$ cat config.mk
export PLATFORM = sky130hd
export DESIGN_NAME = move_controller
export DESIGN_NICKNAME = d
export VERILOG_FILES = /design/src/rtl/pacman_pkg.sv /design/src/rtl/step_detect.sv /design/src/rtl/move_controller.sv
export SDC_FILE = /design/constraint.sdc
export NUM_CORES = 1
export LEC_CHECK = 0
export CORE_MARGIN = 1
export CORE_UTILIZATION = 40
export DETAILED_ROUTE_END_ITERATION = 10
export GPL_TIMING_DRIVEN = 0
export PLACE_DENSITY = 0.74
export SETUP_SLACK_MARGIN = 0.15
export SLEW_MARGIN = 40
export SYNTH_ARGS = -nofsm -noshare
export SYNTH_HDL_FRONTEND = slang
export SYNTH_HIERARCHICAL = 1
export SYNTH_SLANG_ARGS = --single-unit
$ cat constraint.sdc
create_clock -name clk -period 1.48 [get_ports clk]
set_input_delay 0.296 -clock clk [delete_from_list [all_inputs] [get_ports clk]]
set_output_delay 0.296 -clock clk [all_outputs]
set_load 0.005 [all_outputs]
$ cat src/rtl/pacman_pkg.sv
// pacman_pkg: shared grid geometry, direction encoding and neighbour helper.
//   GRID_BITS  - width of one grid coordinate (32x32 board)
//   ADDR_BITS  - width of a maze cell address {y,x}
//   dir_t      - heading encoding 0 UP, 1 RIGHT, 2 DOWN, 3 LEFT
//   neighbour  - adjacent cell address with tunnel wrap on every edge
package pacman_pkg;
    localparam int GRID_BITS = 5;
    localparam int ADDR_BITS = 10;

    typedef enum logic [1:0] {
        DIR_UP    = 2'd0,
        DIR_RIGHT = 2'd1,
        DIR_DOWN  = 2'd2,
        DIR_LEFT  = 2'd3
    } dir_t;

    typedef enum logic [2:0] {
        IDLE,
        RD_PEND,
        CHK_PEND,
        RD_CUR,
        CHK_CUR
    } mc_state_t;

    // Coordinates are plain modulo-32 counters, so the tunnel wrap falls out
    // of the natural overflow of the 5-bit add/subtract.
    function automatic logic [ADDR_BITS-1:0] neighbour(
        input logic [GRID_BITS-1:0] x,
        input logic [GRID_BITS-1:0] y,
        input dir_t                 d
    );
        logic [GRID_BITS-1:0] nx;
        logic [GRID_BITS-1:0] ny;
        nx = d == DIR_RIGHT ? x + GRID_BITS'(1) : d == DIR_LEFT ? x - GRID_BITS'(1) : x;
        ny = d == DIR_DOWN  ? y + GRID_BITS'(1) : d == DIR_UP   ? y - GRID_BITS'(1) : y;
        return {ny, nx};
    endfunction
endpackage

$ cat src/rtl/step_detect.sv
// step_detect: one-cycle step pulse on every edge of the divided tick.
//   clk, reset - clock and synchronous active-high reset
//   tick_src   - slow toggling tick, already registered in the clk domain
//   step       - high for the cycle in which tick_src differs from its history
module step_detect (
    input  logic clk,
    input  logic reset,
    input  logic tick_src,
    output logic step
);
    logic tick_q;

    // The history tracks tick_src through reset as well, so the first cycle
    // after reset never sees a spurious edge.
    always_ff @(posedge clk) tick_q <= tick_src;

    assign step = !reset && (tick_src ^ tick_q);
endmodule

$ cat src/rtl/move_controller.sv
// move_controller: grid mover that tries the requested heading, falls back to the current one.
//   clk, reset          - clock and synchronous active-high reset
//   en, tick_src        - step enable and divided tick (a step per tick edge)
//   dir_req, dir_valid  - requested heading and its one-cycle qualifier
//   maze_rd, maze_addr  - wall lookup strobe and {y,x} address (addr held between reads)
//   maze_wall           - wall bit returned one cycle after maze_rd
//   pos_x, pos_y, cur_dir - current position and heading
//   moved, blocked, busy  - step outcome pulses and FSM-active flag
module move_controller
    import pacman_pkg::*;
#(
    parameter logic [GRID_BITS-1:0] START_X   = 5'd14,
    parameter logic [GRID_BITS-1:0] START_Y   = 5'd23,
    parameter logic [1:0]           START_DIR = 2'd3
) (
    input  logic                 clk,
    input  logic                 reset,
    input  logic                 en,
    input  logic                 tick_src,
    input  logic [1:0]           dir_req,
    input  logic                 dir_valid,
    output logic                 maze_rd,
    output logic [ADDR_BITS-1:0] maze_addr,
    input  logic                 maze_wall,
    output logic [GRID_BITS-1:0] pos_x,
    output logic [GRID_BITS-1:0] pos_y,
    output logic [1:0]           cur_dir,
    output logic                 moved,
    output logic                 blocked,
    output logic                 busy
);
    mc_state_t state, state_nx;
    dir_t      cur_d, pend_dir, work_dir;
    logic      step, step_pending, take, fallback;

    step_detect u_step (
        .clk     (clk),
        .reset   (reset),
        .tick_src(tick_src),
        .step    (step)
    );

    assign take     = state == IDLE && step_pending;
    assign fallback = state == CHK_PEND && maze_wall && work_dir != cur_d;
    assign cur_dir  = cur_d;
    assign busy     = state != IDLE;

    always_ff @(posedge clk) begin
        if (reset) begin
            state        <= IDLE;
            pos_x        <= START_X;
            pos_y        <= START_Y;
            cur_d        <= dir_t'(START_DIR);
            pend_dir     <= dir_t'(START_DIR);
            work_dir     <= dir_t'(START_DIR);
            step_pending <= 1'b0;
            maze_addr    <= '0;
        end else begin
            state <= state_nx;
            if (dir_valid) pend_dir <= dir_t'(dir_req);
            // A new step event beats the clear, so a tick landing on the
            // IDLE->RD_PEND cycle is kept as the next pending step.
            if (step && en) step_pending <= 1'b1;
            else if (take) step_pending <= 1'b0;
            if (take) begin
                work_dir  <= pend_dir;
                maze_addr <= neighbour(pos_x, pos_y, pend_dir);
            end
            if (fallback) maze_addr <= neighbour(pos_x, pos_y, cur_d);
            // maze_addr still holds the neighbour just checked, so it is the new position.
            if (moved) {pos_y, pos_x} <= maze_addr;
            if (state == CHK_PEND && !maze_wall) cur_d <= work_dir;
        end
    end

    always_comb begin
        state_nx = state;
        maze_rd  = 1'b0;
        moved    = 1'b0;
        blocked  = 1'b0;
        case (state)
            IDLE:     state_nx = step_pending ? RD_PEND : IDLE;
            RD_PEND: begin
                maze_rd  = 1'b1;
                state_nx = CHK_PEND;
            end
            CHK_PEND: begin
                moved    = !maze_wall;
                blocked  = maze_wall && work_dir == cur_d;
                state_nx = fallback ? RD_CUR : IDLE;
            end
            RD_CUR: begin
                maze_rd  = 1'b1;
                state_nx = CHK_CUR;
            end
            CHK_CUR: begin
                moved    = !maze_wall;
                blocked  = maze_wall;
                state_nx = IDLE;
            end
            default:  state_nx = IDLE;
        endcase
    end
endmodule

==> results.txt <==
The number of different library cells in the post-synthesis netlist is 45. Counting the fill cells in the layout gives 267. The remaining max-slew budget at the tightest pin is between 50% and 60%. The post-detailed-route DRC marker count is 0. After the first detailed-routing iteration, the DRC count stood at 224. The count of final max-slew check failures came to 0.

The cell area that synthesis handed to floorplanning was 1818 um^2. In the final design database the tool counted 329 nets. The prevailing post-synth register cell is dfxtp_1. The number of cells produced by synthesis is 223. TritonCTS built the clock tree. 34 I/O pins were placed. The startpoint identified for the worst register-to-register timing path is cur_dir[0]. The weighted congestion reported at the end of routability-driven placement came out at about 0.85. The largest clock skew in the final design came out at 8.239 ps. In the synthesized netlist the async set-or-reset flop fraction comes to 0%. The number of synthesized flops with an enable pin is 0. The H-tree depth reported by CTS is 2. Setup slack on the critical path of the routed design comes to -314.3 ps. The maximum buffer depth of the clock tree is 2.

The path class of the tightest hold or removal check is flip-flop to flip-flop. The number of placed instances, taps included is 308. The register share of total power came out at 46.3%.

The number of rows in the core area is 24. The floorplan step defined a die boundary enclosing approximately 4800 um^2. The detailed-placement wirelength estimate came out at between 3000 and 4000 um. The largest voltage drop on the vdd net is 0.4407 mV. Setup repair after global routing could not meet its margin everywhere. The number of global-route vias before repair came out at 1959.

Dividing the synthesized area by the synthesized cell count gives between 8 and 9 um^2. The total grt overflow is 0. The total of buffers placed on input and output ports is 33. Data on the critical path is required at its endpoint by 1710 ps. The flow ran to the end, but the final reports show violations. The pin count of the biggest net entering global routing is 11. The synthesized design devotes to its leading area cell type approximately 34% of total area. The highest clock rate is approximately 560 MHz.

The wire length reported by the detailed router came out at 6748 um. After floorplanning, the core was sized to cover 4354 um^2. The total routing resource utilization after global routing is 24.92%.

The checks that failed: setup timing. The areal power density over the cells is slightly below 600 nW/um^2. The final period utilization is 121.2%. The switching part of the total came out at 25.73%. The hold path startpoint is maze_addr[5]. The worst hold path passes through 2 cells. The post-route netlist has 50.00% of its cells at a drive strength greater than 1. The synthesis warning total is 6. The wire length per cell came out at 18.24 um. The data arrival time of the worst path came out at 2020 ps.

Summed over all instances, the cell type with the most area after synthesis is dfxtp_1. The antenna diode instance count came out at 0. Counting the buffers created by CTS gives 5. Across all register-to-register paths, the minimum setup slack is -310 ps. Across the run, the number of max-cap violations was 0. The first detailed-routing pass took 5 iterations.

The die is a little under 70 um wide. The filler-free cell count of the finished design came out at 370. The count of final hold-check violations is 0. The internal power came out at 1.404 mW. The number of antenna violations at the first check in global routing is 0. Summed over all cells, the static leakage comes to 1.450 nW. The global-route wire length before repair is 9453 um. The clock net sink count came out at 31. The library cell used most frequently in the layout, excluding fill and tap cells, is buf_4. The clock-pin slew on the worst setup and hold paths came out at 70 ps. The routed layout has 2185 vias. Per report_power, the clock group accounts for 39.8% of the total. The transition at the pin with the smallest max-transition slack is 651.1 ps. Ranked by total cell area, the synthesized netlist is headed by dfxtp_1, nand2_1, xor2_1, a21oi_1, xnor2_1. STA classifies the critical path startpoint as a flip-flop. The critical path starts at cur_dir[0]. The worst hold path terminates at pos_y[0]. Summed over all nets, the switching power comes to 0.4864 mW.

The final worst hold slack is ~470 ps. The via-per-instance ratio came out at 5.905. The net count after synthesis came out at around 240.

The y dimension of the die is about 69 um. STA classifies the critical path endpoint as a flip-flop. The peak fanout along the critical path is 7.

The shortest period the worst path allows came out at 1794 ps. The area growth from synthesis to layout is 74.74%. The total setup violations reported at the end of the flow is 17. The tree is rooted in a clkbuf_8. At the later pin of the worst-skew pair, clock insertion delay measures between 200 and 300 ps. Sequential cells were found to cover about 34% of the synthesized design area.

The type of the worst setup path is flip-flop to flip-flop. The initial utilization of the core area, before any placement, comes to 41.75%. The number of hold buffers added after cts is 0. The combinational fraction of design power is 14.0%. Leaving out fill and tap cells, the most frequent cells in the layout are buf_4, nand2_1, buf_6. In this run, synthesis produced a sequential element count of 31.

The remaining antenna violation count is 0. The path depth of the worst reg2reg path came out at 9. The endpoint identified for the worst register-to-register timing path is maze_addr[9].
[stage by stage]
step           TNS, ps  area [um^2]  total power, mW  setup slack [ps]  util (%)
6_report         -3681         3177            1.890            -314.3     72.96
5_1_grt          -4732         3177            1.958            -376.7     72.96
4_1_cts          -1499         2937            1.860            -228.2     67.44
3_5_place_dp    -10000         2300            1.085            -733.4     52.82
3_3_place_gp     -9651         2300            1.082            -738.9     52.82
2_1_floorplan   -434.9         1904            1.003            -98.66         -
[area by class of cell]
| type | count | area [um^2] | area share, % |
|---|---|---|---|
| buffer | 15 | 120.1 | 3.781 |
| timing repair buffer | 88 | 818.3 | 25.76 |
| inverter | 9 | 36.28 | 1.142 |
| sequential | 31 | 679.4 | 21.39 |
| multi-input combinational | 167 | 1358 | 42.73 |
| tap | 52 | 65.06 | 2.048 |
| clock buffer | 8 | 100.1 | 3.151 |
[kinds of logic (layout without fill, tap and decap cells)]
family / count (synthesis) / count (layout) / share of synthesized area [%]
simple gates: 92 / 92 / 27.25
compound gates: 49 / 49 / 18.17
flops: 31 / 31 / 34.14
buf+inv: 25 / 120 / 6.263
xor+xnor: 19 / 19 / 9.567
fa+ha+maj: 4 / 4 / 2.753
mux: 3 / 3 / 1.858
[how the worst max path moves through the flow]
stage	to	slack [ps]	cells after the start
finish	maze_addr[9]	-310	9
global route	maze_addr[9]	-380	9
CTS	blocked	-230	5
detailed placement	moved	-730	5
global placement	moved	-740	5
floorplan	maze_addr[4]	-100	7
[sequential cells by signal (all words and copies together) (netlist names)]
register,cells
cur_dir,2
pend_dir,2
pos_y,5
maze_addr,10
u_step/tick_q,1
pos_x,5
work_dir,2
step_pending,1
state,3
[routing by layer]
metal	global-route usage, %	wire (um)	vias up
met1	30.74	2726	1064
met2	40.35	3348	122
li1	-	-	972
met5	0	0	-
met4	13.83	242	0
met3	5.233	431	27
[synthesized netlist by cell type, types with 4 or more instances]
master     n
xnor2_1    7
buf_2      4
nor3_1     4
nor3b_1    4
nor2b_1    5
nand4_1    4
a211o_1    5
xor2_1    11
a22oi_1    7
nand3b_1   7
nand3_1    5
clkbuf_1  10
nand2_1   37
ha_1       4
a21oi_1   17
inv_1      9
dfxtp_1   31
nor2_1    11
o21ai_0    7
[power groups by stage]
stage	combinational, mW	clock, mW	sequential (mW)
2_1_floorplan	0.111	0	0.892
3_3_place_gp	0.185	0	0.897
3_5_place_dp	0.188	0	0.897
4_1_cts	0.232	0.758	0.870
5_1_grt	0.278	0.803	0.876
6_report	0.264	0.751	0.875
[worst max-delay path, cell delays in order, from the launching register on]
cell	delay, ps
dfxtp_2	320
buf_6	120
xor2_4	150
o2111a_1	250
buf_6	140
buf_4	130
buf_6	110
nor2_4	220
a22oi_1	160
a21oi_2	130
[repair_timing]
action / 4_1_cts / 5_1_grt
gates resized for setup: 125 / 39
endpoints found under the setup margin: 51 / 31
gates cloned: 0 / 1
pin swaps: 33 / 18
buffers inserted: 43 / 11
Power figures use the tool's default switching activity.
